**src/rtl/seg_red_tree_pipe.sv**
```systemverilog
// Pipelined, segment-aware binary reduction tree: one register stage per tree level,
// lower-level node results are carried forward so a whole beat's nodes emerge together.
module seg_red_tree_pipe #(
    parameter  int N = 32,
    parameter  int W = 8,
    parameter  int V = 3,
    localparam int S = W + $clog2(N),
    localparam int L = $clog2(N)
) (
    input  logic                  clk,
    input  logic                  rst,
    input  logic                  in_valid,
    output logic                  in_ready,
    input  logic [N-1:0][W-1:0]   operands,
    input  logic [N-1:0][V-1:0]   vec_ids,
    input  logic [N-1:0]          lane_mask,
    output logic                  out_valid,
    input  logic                  out_ready,
    output logic [N-2:0][S-1:0]   id_sums,
    output logic [N-2:0][V-1:0]   node_ids,
    output logic [N-2:0]          id_valids
);

    logic                adv_s;
    logic [N-1:0][S-1:0] leaf_sum_s;

    // Masked-off lanes contribute zero to every sum.
    always_comb begin
        for (int j = 0; j < N; j++) begin
            if (lane_mask[j]) begin
                leaf_sum_s[j] = {{(S-W){1'b0}}, operands[j]};
            end else begin
                leaf_sum_s[j] = {S{1'b0}};
            end
        end
    end

    for (genvar l = 1; l <= L; l++) begin : g_stage
        localparam int B = N - (N >> (l-1));
        localparam int M = N >> l;

        logic                valid_r;
        logic                valid_s;
        logic [N-2:0][S-1:0] sum_r, sum_s;
        logic [N-2:0][V-1:0] id_r, id_s;
        logic [N-2:0]        uni_r, uni_s;

        if (l == 1) begin : g_leaf
            // Level 1 combines adjacent lanes straight from the input beat.
            always_comb begin
                valid_s = in_valid;
                sum_s   = {((N-1)*S){1'b0}};
                id_s    = {((N-1)*V){1'b0}};
                uni_s   = {(N-1){1'b0}};
                for (int i = 0; i < M; i++) begin
                    sum_s[i] = leaf_sum_s[2*i] + leaf_sum_s[2*i+1];
                    id_s[i]  = vec_ids[2*i];
                    uni_s[i] = lane_mask[2*i] & lane_mask[2*i+1] &
                               (vec_ids[2*i] == vec_ids[2*i+1]);
                end
            end
        end else begin : g_node
            localparam int BP = B - (N >> (l-1));
            // Carry lower levels forward and combine the previous level's node pairs.
            always_comb begin
                valid_s = g_stage[l-1].valid_r;
                sum_s   = {((N-1)*S){1'b0}};
                id_s    = {((N-1)*V){1'b0}};
                uni_s   = {(N-1){1'b0}};
                for (int k = 0; k < B; k++) begin
                    sum_s[k] = g_stage[l-1].sum_r[k];
                    id_s[k]  = g_stage[l-1].id_r[k];
                    uni_s[k] = g_stage[l-1].uni_r[k];
                end
                for (int i = 0; i < M; i++) begin
                    sum_s[B+i] = g_stage[l-1].sum_r[BP+2*i] + g_stage[l-1].sum_r[BP+2*i+1];
                    id_s[B+i]  = g_stage[l-1].id_r[BP+2*i];
                    uni_s[B+i] = g_stage[l-1].uni_r[BP+2*i] & g_stage[l-1].uni_r[BP+2*i+1] &
                                 (g_stage[l-1].id_r[BP+2*i] == g_stage[l-1].id_r[BP+2*i+1]);
                end
            end
        end

        // Stage register: the whole pipeline shifts together or holds together.
        always_ff @(posedge clk or posedge rst) begin
            if (rst) begin
                valid_r <= 1'b0;
                sum_r   <= {((N-1)*S){1'b0}};
                id_r    <= {((N-1)*V){1'b0}};
                uni_r   <= {(N-1){1'b0}};
            end else if (adv_s) begin
                valid_r <= valid_s;
                sum_r   <= sum_s;
                id_r    <= id_s;
                uni_r   <= uni_s;
            end
        end
    end

    assign adv_s     = out_ready | ~g_stage[L].valid_r;
    assign in_ready  = adv_s;
    assign out_valid = g_stage[L].valid_r;
    assign id_sums   = g_stage[L].sum_r;
    assign node_ids  = g_stage[L].id_r;
    assign id_valids = g_stage[L].uni_r;

endmodule

```
**config.mk**
```make
export PLATFORM = sky130hd
export DESIGN_NAME = seg_red_tree_pipe
export DESIGN_NICKNAME = d
export VERILOG_FILES = /design/src/rtl/seg_red_tree_pipe.sv
export SDC_FILE = /design/constraint.sdc
export NUM_CORES = 2
export LEC_CHECK = 0
export CAP_MARGIN = 15
export CORE_MARGIN = 3
export CORE_UTILIZATION = 45
export CTS_CLUSTER_DIAMETER = 40
export DETAILED_ROUTE_END_ITERATION = 16
export GPL_TIMING_DRIVEN = 0
export HOLD_SLACK_MARGIN = 0.02
export PLACE_DENSITY = 0.72
export REMOVE_ABC_BUFFERS = 1
export SLEW_MARGIN = 40
export SYNTH_ARGS = -nofsm -noshare
export SYNTH_HDL_FRONTEND = slang
export SYNTH_SLANG_ARGS = --single-unit
```
**constraint.sdc**
```tcl
create_clock -name clk -period 52 [get_ports clk]
set_input_delay 10.4 -clock clk [delete_from_list [all_inputs] [get_ports clk]]
set_output_delay 10.4 -clock clk [all_outputs]
set_load 0.02 [all_outputs]
```
==> out/qor.csv <==
stage,metric,value,unit
timing,endpoints failing setup,0,
floorplan,num rows,147,
logic_synthesis,number of flops mapped to enable cells by yosys,0,
timing,Period minus WS final,24540,ps
clock_tree,Post-CTS Setup Inserts,0,
timing,final clock skew,53.46,ps
clock_tree,maximum buffer depth of the clock tree,3,
logic_synthesis,Post-Syn Instances,8330,
run_status,status,finished clean,
detailed_routing,Detailed Route Iter0 Violations,4380,
floorplan,Die W,409.5,um
power,combinational share of power,0.361,
hold_path,min-delay worst type,flop to flop,
logic_synthesis,Ys Warns,0,
critical_path,CP Launch Type,primary input,
clock_tree,clk_lat worst skew,840,ps
power,Pint,3.686,mW
logic_synthesis,Main synth FF type,dfrtp_1,
layout,"Core Util, Final",0.5771,
global_routing,global route overflow,0,
place,I/O Buffers,818,
layout,share of layout cells above drive strength 1,0.05862,
critical_path,CP Class,primary input to output port,
timing,Pins Over Slew Limit,0,
logic_synthesis,Synth async-reset ratio,1.000,
floorplan,# IOs,917,
clock_tree,# H-tree levels,4,
layout,Synth-to-Final Area Change,26.90,%
global_routing,GR Util All Layers,0.2359,
clock_tree,CTS buffer count,232,
timing,setup_tns,0,ps
critical_path,worst path required time,41600,ps
detailed_routing,DR vias/cell,4.972,
logic_synthesis,Netlist cell types,59,
layout,area of the multi-input gates,30240,um^2
power,part of the power in registers,0.366,
logic_synthesis,"Cell Area, Synth",73270,um^2
timing,Slew @ Worst Pin,729.5,ps
floorplan,Initial Util,0.4547,
clock_tree,hold_buf cts,0,
power,Pleak,47.07,nW
detailed_routing,routed len/inst,17.37,um
global_routing,initial antenna violation count,17,
clock_tree,post_cts resized,0,
clock_tree,Clock transition at path regs,60,ps
timing,f_max,40.76,MHz
layout,register area,40210,um^2
timing,Tcrit/Tclk final,0.4718,
critical_path,worst-path maximum fanout,85,
detailed_routing,DRC,0,
power,Switching Share,0.3844,
logic_synthesis,post-synthesis sequential area ratio,0.5488,
layout,Fillers,14080,
clock_tree,CTS Sinks,1607,
floorplan,DIE AREA,167700,um^2
layout,NumNets Final,9786,
logic_synthesis,"area leader, netlist",dfrtp_1,
global_routing,first-pass GRT wire length,315000,um
clock_tree,Root Buffer,clkbuf_16,
detailed_routing,Final ANT Viol Nets,0,
timing,Slew HR,0.5121,
critical_path,CP Capture Type,output port,
detailed_routing,Total Routed Length,199200,um
logic_synthesis,syn_area_per_cell,8.796,um^2
floorplan,Die Span Y,409.5,um
place,Place WS,27470,ps
timing,RSZ-0062 raised after global routing,false,
timing,Final Worst Setup Slack,27460,ps
timing,Final Hold Fails,0,
detailed_routing,vias,57030,
global_routing,largest net degree at the start of global routing,114,
place,HPWL Detailed,147200,um
floorplan,Core ar.,161100,um^2
logic_synthesis,Synth top area share,0.5488,
power,Clock power frac,0.273,
power,Switching Power,2.302,mW
power,Pwr Density,64.40,nW/um^2
critical_path,Crit path arrival time,14140,ps
logic_synthesis,largest cells by area after synthesis,"dfrtp_1 55%, nand2_1 21%, ha_1 4.7%",
run,max_cap viols,0,
global_routing,vias in the first global route,56960,
logic_synthesis,#FFs+latches synth,1607,
clock_tree,TritonCTS clock tree,done,
place,GPL Wtd Cong,0.8848,
detailed_routing,drt first pass iters,5,
power,Max VDD drop,0.00003705,V
## cell usage after synthesis (22+ instances only)
library cell / number
a211oi_1: 22
a21o_1: 54
a21oi_1: 199
a31oi_1: 44
and2_1: 253
buf_2: 161
buf_4: 143
clkbuf_1: 184
dfrtp_1: 1607
fa_1: 31
ha_1: 274
inv_1: 152
nand2_1: 4072
nand4_1: 32
nor2_1: 225
nor3_1: 57
o21a_1: 31
o21ai_0: 172
o21ai_1: 85
o21bai_1: 37
o31ai_1: 84
xnor2_1: 104
xor2_1: 131
## area by class of cell
| class | instances | share of cell area |
|---|---|---|
| Inverter | 153 | 0.006338 |
| Tap cell | 2160 | 0.02907 |
| Antenna cell | 13 | 0.0003499 |
| Timing Repair Buffer | 934 | 0.1175 |
| Multi-Input combinational cell | 6165 | 0.3252 |
| Clock inverter | 171 | 0.02347 |
| Clock buffer | 267 | 0.06559 |
| Sequential cell | 1607 | 0.4325 |
## power groups by stage
stage | logic, mW | clock network [mW] | registers [mW]
global placement | 2.78 | 0 | 2.25
detailed placement | 2.16 | 0 | 2.21
global route | 2.41 | 1.72 | 2.26
finish | 2.16 | 1.63 | 2.19
CTS | 2.18 | 1.66 | 2.20
floorplan | 1.67 | 0 | 2.27
## cell usage in the layout, fill, tap and decap left out, types with 54 or more instances in the layout
cell type        instances
a21o_1                  54
a21oi_1                197
and2_1                 253
buf_16                  79
clkbuf_16              233
clkdlybuf4s50_1        818
conb_1                  98
dfrtp_1               1607
ha_1                   274
inv_1                  151
nand2_1               4072
nor2_1                 225
nor3_1                  57
o21ai_0                172
o21ai_1                 85
o31ai_1                 84
xnor2_1                104
xor2_1                 131
## through the flow
step | std cells | hold slack, ps | power [mW] | area, um^2
CTS | 11460 | 429.2 | 6.045 | 92940
global placement | 10900 | 441.6 | 5.032 | 81900
floorplan | 7925 | 430.0 | 3.949 | 71010
global route | 11470 | 463.4 | 6.399 | 92970
finish | 11470 | 413.3 | 5.987 | 92980
detailed placement | 11020 | 452.6 | 4.372 | 84660
## worst max-delay path, cell delays in order
cell and delay (ps):
clkdlybuf4s50_1 510, nor2b_4 110, buf_16 180, buf_16 170
buf_8 170, buf_16 170, buf_8 170, inv_8 200
buf_16 350, buf_16 330, buf_16 270, buf_16 280
clkdlybuf4s50_1 660
## sequential cells by signal (all words and copies together), names as in the netlist
signal	cells
out_valid	1
id_valids	31
g_stage.uni_r	98
g_stage.valid_r	4
g_stage.id_r	192
g_stage.sum_r	928
id_sums	305
node_ids	48
## logic make-up after synthesis
kind of cell             count (synthesis)  share of synthesized area
AO/OA/AOI/OAI                          793                    0.06655
XOR/XNOR                               235                    0.02809
adder cells (fa/ha/maj)                305                    0.05526
buffers and inverters                  655                    0.04363
flip-flops                            1607                     0.5488
multiplexers                             6                  0.0008197
other                                    1                 0.00005118
AND/OR/NAND/NOR                       4728                     0.2567
## final timing paths
check / startpoint / end / slack, ps / cells after the start
max: out_ready / in_ready / 27460 / 13
min: g_stage[3].sum_r[234] / g_stage[4].sum_r[234] / 410 / 2
max reg2reg: out_valid / g_stage[1].uni_r[10] / 48300 / 12
max in group asynchronous: rst / id_sums[122] / 39740 / 7
min reg2reg: g_stage[3].sum_r[234] / g_stage[4].sum_r[234] / 410 / 2
min in group asynchronous: rst / id_sums[215] / 10030 / 2
## per-layer routing
metal  part of all wire  vias to the layer above  GRT usage
li1                   -                    27820          -
met1               0.43                    27550     0.3115
met2               0.48                     1298     0.3831
met3              0.050                      356    0.04433
met4              0.040                        4    0.09718
met5            0.00013                        -          0
No activity file was read; power rests on OpenSTA's default activity.
==> RTL change (same settings) <==
Make the reset (`rst`) synchronous in one clocked block.
--- a/src/rtl/seg_red_tree_pipe.sv
+++ b/src/rtl/seg_red_tree_pipe.sv
@@ -82,7 +82,7 @@
         end
 
         // Stage register: the whole pipeline shifts together or holds together.
-        always_ff @(posedge clk or posedge rst) begin
+        always_ff @(posedge clk) begin
             if (rst) begin
                 valid_r <= 1'b0;
                 sum_r   <= {((N-1)*S){1'b0}};
Function: not settled (the Yosys comparison gave no result); the edit may change what the design does.
==> RTL change against the original RTL <==
Critical path depth decreased by 5; sequential cell count unchanged; global-route usage increased by 0.25 points; non-clock buffer count decreased by 5; cell area decreased by 5.5%; clock skew decreased by 0.0072 ns; count of clock-buffer cells in the layout increased by 10; synthesized area decreased by 3.8%; fmax increased by 3.8%; worst setup slack improved by 0.91 ns; wire length increased by 0.59%; first-iteration DRC count about the same; critical endpoint unchanged; largest cell class is now multi-input combinational cells.
Power is not compared: it rests on default switching activity, and its combinational part moved more than twofold at a synthesized area within 25%.
==> RTL change: results (changes against the original RTL) <==
Sequential cell area share: 36.60% (-6.6 points)
Antenna diodes: 12 (-1)
Setup Skew: 0.04629 ns (-0.007168 ns)
#MultiIn Comb: 6,529 (+5.9%)
Worst reg-to-reg path cell count: 18 (+6)
Pin count of the biggest net entering global routing: 156 (+37%)
Inverters: 47 (-69%)
Setup ws final: 28.37 ns (+0.9067 ns)
Clock Latency Late Sink: 0.82 ns (-0.02 ns)
Clock buffers: 277 (+3.7%)
Global-route usage over all layers: 23.84% (+0.25 points)
Initial antenna violation count: 10 (-7)
Number of global-route vias before repair: 57.57k (+1.1%)
Post-detail-place hpwl: 143,300 um (-2.7%)
Drt wl/cell: 17.29 um (-0.42%)
Via/cell ratio: 5.276 (+6.1%)
Multi-input combinational area share: 38.97% (+6.5 points)
R2r setup slk: 48.04 ns (-0.26 ns)
Area after DPL: 0.07988 sq mm (-5.6%)
CP max FO: 97 (+14%)
Buffering overhead: 12.19% (+0.44 points)
Hold Path Sink: id_sums[234]
Total Wirelength: 200,400 um (+0.59%)
CTS buffer count: 223 (-3.9%)
Min Hold Slack: 0.4198 ns (+0.006546 ns)
Worst slew pin tran: 0.7437 ns (+0.01417 ns)
Layout cells sized above 1: 5.761% (-0.10 points)
Worst reg2reg path startpoint: out_valid
Status: complete, no violations
First-pass GRT wire length: 314,300 um (-0.24%)
Crit path largest cell delay: 0.70 ns (+0.04 ns)
-- RTL change: changes by cell type after synthesis, sizes merged, moves of 99 or more --
cell / before / now
a211oi: 23 / 128
dfxtp: 0 / 1607
nor4b: 2 / 101
buf: 318 / 561
dfrtp: 1607 / 0
inv: 153 / 47
nand2: 4072 / 2785
nand3: 3 / 108
a21oi: 199 / 1512
-- RTL change: power groups by stage --
stage          sequential (W)  clock (W)  combinational, W
3_3_place_gp          0.00137          0          0.000341
6_report              0.00134    0.00158          0.000307
5_1_grt               0.00135    0.00166          0.000342
3_5_place_dp          0.00137          0          0.000304
4_1_cts               0.00134    0.00161          0.000307
2_1_floorplan         0.00135          0          0.000177
-- RTL change: critical path: cells and delay by family --
family        cells  cell delay (ns)
simple gates      1             0.11
buf+inv           7             2.53
-- RTL change: cell families after synthesis --
group / synth area share, %
other cells: 0.005323
mux: 0.3552
fa+ha+maj: 5.747
compound gates: 16.83
flops: 45.66
buf+inv: 6.239
xor+xnor: 1.641
simple gates: 23.52
